File: src/rtl/alu_div_if.sv
// alu_div_if -- request/result bundle between the execute-stage sequencer and
// the iterative divider.
//   master : drives start/abort/signed_op/wide/dividend/divisor, sees results
//   slave  : the divider; drives busy/done/div_error/quotient/remainder
interface alu_div_if #(
   parameter int WIDTH = 16
);
   logic               start;
   logic               abort;
   logic               signed_op;
   logic               wide;
   logic [2*WIDTH-1:0] dividend;
   logic [WIDTH-1:0]   divisor;
   logic               busy;
   logic               done;
   logic               div_error;
   logic [WIDTH-1:0]   quotient;
   logic [WIDTH-1:0]   remainder;

   modport master (
      output start, abort, signed_op, wide, dividend, divisor,
      input  busy, done, div_error, quotient, remainder
   );

   modport slave (
      input  start, abort, signed_op, wide, dividend, divisor,
      output busy, done, div_error, quotient, remainder
   );
endinterface

File: src/rtl/alu_div.sv
// alu_div -- restoring signed/unsigned divider, one quotient bit per cycle.
// Double-width dividend over single-width divisor; N = WIDTH (wide) or WIDTH/2.
// Ports:
//   clk      rising-edge clock
//   reset_n  asynchronous active-low reset
//   bus      alu_div_if.slave: start/abort/signed_op/wide/dividend/divisor in,
//            busy/done/div_error/quotient/remainder out (all registered)
// Flow: IDLE/DONE -start-> SETUP -> ITER (N cycles) -> FIXUP -> DONE.
// SETUP jumps straight to DONE on divide-by-zero or unsigned-range overflow.
module alu_div #(
   parameter int WIDTH = 16
) (
   input  logic     clk,
   input  logic     reset_n,
   alu_div_if.slave bus
);
   localparam int W  = WIDTH;
   localparam int HW = WIDTH / 2;
   localparam int CW = $clog2(WIDTH);
   localparam logic [CW-1:0] LAST_W = CW'(W - 1);
   localparam logic [CW-1:0] LAST_H = CW'(HW - 1);

   typedef enum logic [2:0] {S_IDLE, S_SETUP, S_ITER, S_FIXUP, S_DONE} state_t;
   state_t state, state_nxt;

   // latched request
   logic [2*W-1:0] dvd_r;
   logic [W-1:0]   dvs_r;
   logic           sgn_r, wide_r;
   // working state
   logic [W-1:0]   rem_r;      // partial remainder, always < divisor
   logic [W-1:0]   q_r;        // dividend low bits shift out, quotient bits shift in
   logic [W-1:0]   dvs_q;      // divisor magnitude
   logic           qneg_r, rneg_r;
   logic [CW-1:0]  cnt_r;
   // registered outputs
   logic           err_r;
   logic [W-1:0]   quo_o, rem_o;

   logic           accept;
   // SETUP datapath
   logic [2*W-1:0] dvd_x, dvd_mag, dvd_hi;
   logic [W-1:0]   dvs_x, dvs_mag, q_init;
   logic           dvd_neg, dvs_neg, setup_err;
   // ITER datapath
   logic           next_bit, take;
   logic [W:0]     rem_sh;
   logic [W-1:0]   rem_dif;
   logic           iter_last;
   // FIXUP datapath
   logic [W-1:0]   mask, top, q_mag, r_mag, q_fix, r_fix;
   logic           ovf;

   assign accept = (state == S_IDLE || state == S_DONE) && bus.start && !bus.abort;

   // Narrow operands are sign/zero-extended to full width so one magnitude
   // path serves both modes.
   always_comb begin
      dvd_x = dvd_r;
      dvs_x = dvs_r;
      if (!wide_r) begin
         dvd_x = sgn_r ? {{W{dvd_r[W-1]}}, dvd_r[W-1:0]} : {{W{1'b0}}, dvd_r[W-1:0]};
         dvs_x = sgn_r ? {{HW{dvs_r[HW-1]}}, dvs_r[HW-1:0]} : {{HW{1'b0}}, dvs_r[HW-1:0]};
      end
      dvd_neg   = sgn_r & dvd_x[2*W-1];
      dvs_neg   = sgn_r & dvs_x[W-1];
      dvd_mag   = dvd_neg ? -dvd_x : dvd_x;
      dvs_mag   = dvs_neg ? -dvs_x : dvs_x;
      dvd_hi    = wide_r ? (dvd_mag >> W) : (dvd_mag >> HW);
      // high half >= divisor means the quotient cannot fit in N bits
      setup_err = (dvs_mag == '0) || (dvd_hi >= {{W{1'b0}}, dvs_mag});
      q_init    = wide_r ? dvd_mag[W-1:0] : {{HW{1'b0}}, dvd_mag[HW-1:0]};
   end

   always_comb begin
      next_bit  = wide_r ? q_r[W-1] : q_r[HW-1];
      rem_sh    = {rem_r, next_bit};
      take      = rem_sh >= {1'b0, dvs_q};
      // true difference is < divisor, so W bits hold it exactly
      rem_dif   = rem_sh[W-1:0] - dvs_q;
      iter_last = cnt_r == (wide_r ? LAST_W : LAST_H);
   end

   always_comb begin
      mask  = wide_r ? {W{1'b1}} : {{HW{1'b0}}, {HW{1'b1}}};
      top   = (mask >> 1) + W'(1);               // 2^(N-1)
      q_mag = q_r & mask;                        // drop dividend bits shifted past N
      r_mag = rem_r & mask;
      q_fix = (qneg_r ? -q_mag : q_mag) & mask;
      r_fix = (rneg_r ? -r_mag : r_mag) & mask;
      ovf   = sgn_r && (qneg_r ? (q_mag > top) : (q_mag >= top));
   end

   always_ff @(posedge clk or negedge reset_n) begin
      if (!reset_n) state <= S_IDLE;
      else          state <= state_nxt;
   end

   always_comb begin
      state_nxt = state;
      if (bus.abort) begin
         state_nxt = S_IDLE;
      end else begin
         unique case (state)
            S_IDLE:  if (bus.start) state_nxt = S_SETUP;
            S_SETUP: state_nxt = setup_err ? S_DONE : S_ITER;
            S_ITER:  if (iter_last) state_nxt = S_FIXUP;
            S_FIXUP: state_nxt = S_DONE;
            S_DONE:  state_nxt = bus.start ? S_SETUP : S_IDLE;
            default: state_nxt = S_IDLE;
         endcase
      end
   end

   always_comb begin
      bus.busy = 1'b0;
      bus.done = 1'b0;
      unique case (state)
         S_SETUP, S_ITER, S_FIXUP: bus.busy = 1'b1;
         S_DONE:                   bus.done = 1'b1;
         default: ;
      endcase
   end

   assign bus.div_error = err_r;
   assign bus.quotient  = quo_o;
   assign bus.remainder = rem_o;

   // Results land on the FIXUP->DONE edge so they are visible in the done cycle.
   always_ff @(posedge clk or negedge reset_n) begin
      if (!reset_n) begin
         dvd_r  <= '0;
         dvs_r  <= '0;
         sgn_r  <= 1'b0;
         wide_r <= 1'b0;
         rem_r  <= '0;
         q_r    <= '0;
         dvs_q  <= '0;
         qneg_r <= 1'b0;
         rneg_r <= 1'b0;
         cnt_r  <= '0;
         err_r  <= 1'b0;
         quo_o  <= '0;
         rem_o  <= '0;
      end else if (accept) begin
         dvd_r  <= bus.dividend;
         dvs_r  <= bus.divisor;
         sgn_r  <= bus.signed_op;
         wide_r <= bus.wide;
         err_r  <= 1'b0;
      end else if (!bus.abort) begin
         unique case (state)
            S_SETUP: begin
               rem_r  <= dvd_hi[W-1:0];
               q_r    <= q_init;
               dvs_q  <= dvs_mag;
               qneg_r <= dvd_neg ^ dvs_neg;
               rneg_r <= dvd_neg;
               cnt_r  <= '0;
               if (setup_err) err_r <= 1'b1;
            end
            S_ITER: begin
               rem_r <= take ? rem_dif : rem_sh[W-1:0];
               q_r   <= {q_r[W-2:0], take};
               cnt_r <= cnt_r + CW'(1);
            end
            S_FIXUP: begin
               if (ovf) begin
                  err_r <= 1'b1;
               end else begin
                  quo_o <= q_fix;
                  rem_o <= r_fix;
               end
            end
            default: ;
         endcase
      end
   end
endmodule

File: src/flat_wrapper.sv
// flat-port wrapper written by rule: the top's interface ports become plain ports
module alu_div_flat 
#(
   parameter int WIDTH = 16
)
  (clk, reset_n, bus_start, bus_abort, bus_signed_op, bus_wide, bus_dividend, bus_divisor, bus_busy, bus_done, bus_div_error, bus_quotient, bus_remainder);
  alu_div_if #(.WIDTH(WIDTH)) bus_i ();
  input  logic clk;
  input  logic reset_n;
  input wire logic [$bits(bus_i.start)-1:0] bus_start;
  input wire logic [$bits(bus_i.abort)-1:0] bus_abort;
  input wire logic [$bits(bus_i.signed_op)-1:0] bus_signed_op;
  input wire logic [$bits(bus_i.wide)-1:0] bus_wide;
  input wire logic [$bits(bus_i.dividend)-1:0] bus_dividend;
  input wire logic [$bits(bus_i.divisor)-1:0] bus_divisor;
  output wire logic [$bits(bus_i.busy)-1:0] bus_busy;
  output wire logic [$bits(bus_i.done)-1:0] bus_done;
  output wire logic [$bits(bus_i.div_error)-1:0] bus_div_error;
  output wire logic [$bits(bus_i.quotient)-1:0] bus_quotient;
  output wire logic [$bits(bus_i.remainder)-1:0] bus_remainder;
  assign bus_i.start = bus_start;
  assign bus_i.abort = bus_abort;
  assign bus_i.signed_op = bus_signed_op;
  assign bus_i.wide = bus_wide;
  assign bus_i.dividend = bus_dividend;
  assign bus_i.divisor = bus_divisor;
  assign bus_busy = bus_i.busy;
  assign bus_done = bus_i.done;
  assign bus_div_error = bus_i.div_error;
  assign bus_quotient = bus_i.quotient;
  assign bus_remainder = bus_i.remainder;
  alu_div #(.WIDTH(WIDTH)) u_core (.clk(clk), .reset_n(reset_n), .bus(bus_i));
endmodule
File: config.mk
export PLATFORM = sky130hd
export DESIGN_NAME = alu_div_flat
export DESIGN_NICKNAME = d
export VERILOG_FILES = /design/src/rtl/alu_div_if.sv /design/src/rtl/alu_div.sv /design/src/flat_wrapper.sv
export SDC_FILE = /design/constraint.sdc
export NUM_CORES = 1
export LEC_CHECK = 0
export ABC_AREA = 1
export BUFFER_PORTS_ARGS = -buffer_cell sky130_fd_sc_hd__buf_2
export CORE_ASPECT_RATIO = 1.25
export CORE_UTILIZATION = 45
export DETAILED_ROUTE_END_ITERATION = 16
export PLACE_DENSITY = 0.66
export SLEW_MARGIN = 40
export SYNTH_ARGS = -nofsm -noshare
export SYNTH_HDL_FRONTEND = slang
export SYNTH_SLANG_ARGS = --single-unit
File: constraint.sdc
create_clock -name clk -period 3.7 [get_ports clk]
set_input_delay 0.37 -clock clk [delete_from_list [all_inputs] [get_ports clk]]
set_output_delay 0.37 -clock clk [all_outputs]
set_load 0.01 [all_outputs]
==> flow_summary_export.csv <==
group,metric,value,unit
status,status,"finished with violations",
status,violations,"hold timing",
setup_path,cp_data_required_time,3.99,ns
grt,grt_pass1_vias,8498,
yosys,yosysTopAreaCellShare,37.4,%
cts,cts_max_level,4,
setup_path,crit_top_cell,"nand2_1",
finish,fin_nets,1528,
setup_path,worstSetupEndpointType,"flip-flop",
route,ant_nets,0,
timing,skew,0.0131,ns
route,dr.pass1.iters,7,
finish,diodes,0,
route,drt_iter0_drc,518,
setup_path,crit_buf_inv,1,
timing,tightest_slew,0.725,ns
floorplan,initial_utilization,46.2,%
route,drc_errors,0,
timing,tns,0,ns
yosys,synth.area.top_cells,"dfrtp_1 37%, nand2_1 18%, o21ai_0 7.0%",
setup_path,cp_slowest_cell,"dfrtp_1",
yosys,ys_seq_area_share,37.4,%
timing,timing.fmax,296,MHz
timing,postLayoutSetupSlackWorst,0.327,ns
yosys,syn_nets,1454,
floorplan,die-height,163,um
yosys,synth_area_per_cell,6.88,sq um
setup_path,cp_cell_sequence,"inv_1 > ha_1 > nand4_1 > nor2_1 > nand3_1 > nor3_2 > nand2_1 > nand2_2 > nand3_1 > nand2_1 > nand2_1 > ha_1 > a21oi_1 > o21a_1 > nand2_1 > nand2_1 > nand2_1 > a31oi_1 > nand3_1 > nand2_1 > a21oi_1",
grt,grt_usage,25.3,%
placed_design,place_ws,0.339,ns
setup_path,path_class,"flip-flop to flip-flop",
timing,slew_violations,0,
cts,clkSinkCount,140,
cts,clockBufferDepth,2,
cts,tritoncts,"done",
timing,rsz0062_at_grt,"no",
floorplan,pin_count,89,
floorplan,core_area,20200,sq um
timing,setup_viol,0,
placed_design,port-buffer-count,88,
yosys,syn-cell-area,9360,sq um
finish,drive_gt1_share,11.0,%
floorplan,die-area,21400,sq um
grt,grt_antenna_before_repair,0,
setup_path,critPathTopFamily,"simple AND/OR/NAND/NOR gates",
setup_path,cp_max_fo,7,
timing,fin_hold_ws,-0.00527,ns
power,power.density,998,nW/um^2
setup_path,worstPathArrival,3.66,ns
finish,final_common_cell,"nand2_1",
finish,layout_common_cells,"456 x nand2_1, 140 x inv_1, 140 x dfrtp_1",
power,p_leak,5.64,nW
route,post_drt_wl_per_cell,14.8,um
placed_design,dp_hpwl,19.4,mm
setup_path,ff2ff_path_depth,21,
route,totalWireLength,25.5,mm
timing,hold_viol_final,1,
yosys,synth.ff_latch_count,140,
grt,gr-total-overflow,0,
grt,grt_pass1_wl,41.6,mm
yosys,yosys_warnings,0,
cts,ctsHoldBuffers,0,
cts,cts_resized,0,
setup_path,crit_cells,21,
cts,cts_buffers,17,
min_path,hp-class,"input pin to async pin",
floorplan,rows,58,
timing,relSlewSlack,51.7,%
cts,cts_setup_buffers,0,
setup_path,max_stage_delay,0.37,ns
yosys,ys.flop_type,"dfrtp_1",
finish,fillers,2105,
route,vias,8900,
finish,syn2layout_area_growth,13.7,%
power,ir_worst_vdd,0.000425,V
grt,grt_start_max_net_pins,91,
job,maxCapViolCount,0,
yosys,syn-instance-count,1361,
yosys,async_reset_ff_share,100,%
timing,finalCritPeriodShare,91.2,%
cts,root_buffer,"clkbuf_16",
yosys,yosysTopAreaCell,"dfrtp_1",
timing,period_needed,3.37,ns
cts,insertion_delay,0.43,ns
setup_path,critPathLaunchType,"flip-flop",
finish,fin_util,52.6,%
yosys,ys_types,48,
route,vias_per_cell,5.18,
placed_design,place.gp.congestion,0.919,
yosys,synth-edff-count,0,
floorplan,die_w,131,um
cts,cts.reportedPaths.clkPinSlew,0.07,ns
cell type report:
cell class / instances / area [sq um] / share of cell area (%)
inverters: 145 / 544 / 5.11
clock inverters: 13 / 119 / 1.12
repair buffers: 104 / 582 / 5.47
flip-flops and latches: 140 / 3500 / 32.9
clock buffers: 19 / 453 / 4.26
multi-input cells: 1027 / 5100 / 47.9
well taps: 270 / 338 / 3.17
state kept, by name, indices dropped and copies added, names as in the netlist, 3 cells and up:
name and count:
u_core.dvs_r 16, u_core.dvs_q 16, u_core.cnt_r 4, u_core.rem_r 16, u_core.state 3, u_core.bus.quotient 16
u_core.dvd_r 32, u_core.bus.remainder 16, u_core.q_r 16
stage by stage:
stage	std cells	cell area [sq um]	power, mW
floorplan	1361	9360	7.11
global placement	1686	10100	8.78
detailed placement	1686	10100	8.89
CTS	1718	10600	10.6
global route	1718	10600	11.7
finish	1718	10600	10.6
metal layers:
metal	vias up	part of all wire [%]	track usage, %
met5	-	0	0
met4	0	3.2	10.8
met3	49	5.0	4.16
met2	255	48	42.8
met1	4062	44	31.5
li1	4534	-	-
worst register-to-register path, cell delays in order (launching register included):
cell     delay, ns
dfrtp_1       0.37
inv_1         0.11
ha_1          0.21
nand4_1       0.20
nor2_1        0.27
nand3_1       0.15
nor3_2        0.21
nand2_1       0.13
nand2_2       0.14
nand3_1       0.08
nand2_1       0.07
nand2_1       0.13
ha_1          0.22
a21oi_1       0.19
o21a_1        0.13
nand2_1       0.05
nand2_1       0.05
nand2_1       0.04
a31oi_1       0.20
nand3_1       0.13
nand2_1       0.08
a21oi_1       0.05
cells in the mapped netlist, drive strengths merged, types with 4 or more instances:
| library cell | instances |
|---|---|
| nor2 | 122 |
| clkbuf | 31 |
| nand4 | 16 |
| nand3 | 77 |
| dfrtp | 140 |
| nand3b | 4 |
| o211ai | 5 |
| xor2 | 43 |
| xnor2 | 8 |
| nor3 | 18 |
| inv | 145 |
| a21oi | 42 |
| buf | 18 |
| or2 | 8 |
| a22oi | 11 |
| ha | 38 |
| o21ai | 141 |
| a31oi | 10 |
| nand2 | 460 |
power by group:
part,switching [mW],leakage (nW),internal [mW]
logic,3.98,3.55,2.17
clock network,0.758,0.289,0.925
registers,0.599,1.79,2.18
total,5.34,5.64,5.28
final timing paths:
kind,slack [ns],endpoint,start
min,-0.005,u_core.bus.quotient[3]$_DFFE_PN0P_,reset_n
min reg2reg,0.47,u_core.dvs_r[11]$_DFFE_PN0P_,u_core.dvs_r[11]$_DFFE_PN0P_
max,0.33,u_core.bus.div_error$_DFFE_PN0P_,u_core.dvd_r[0]$_DFFE_PN0P_
max in group asynchronous,2.99,u_core.dvs_r[9]$_DFFE_PN0P_,reset_n
min in group clk,0.14,u_core.dvd_r[21]$_DFFE_PN0P_,bus_dividend[21]
max reg2reg,0.33,u_core.bus.div_error$_DFFE_PN0P_,u_core.dvd_r[0]$_DFFE_PN0P_
kinds of logic after synthesis:
family | count (synthesis) | share of synthesized area, %
flops | 140 | 37.4
xor+xnor | 51 | 4.77
buf+inv | 194 | 8.16
simple gates | 710 | 31.1
compound gates | 227 | 13.3
fa+ha+maj | 39 | 5.29
Power figures use the tool's default switching activity.
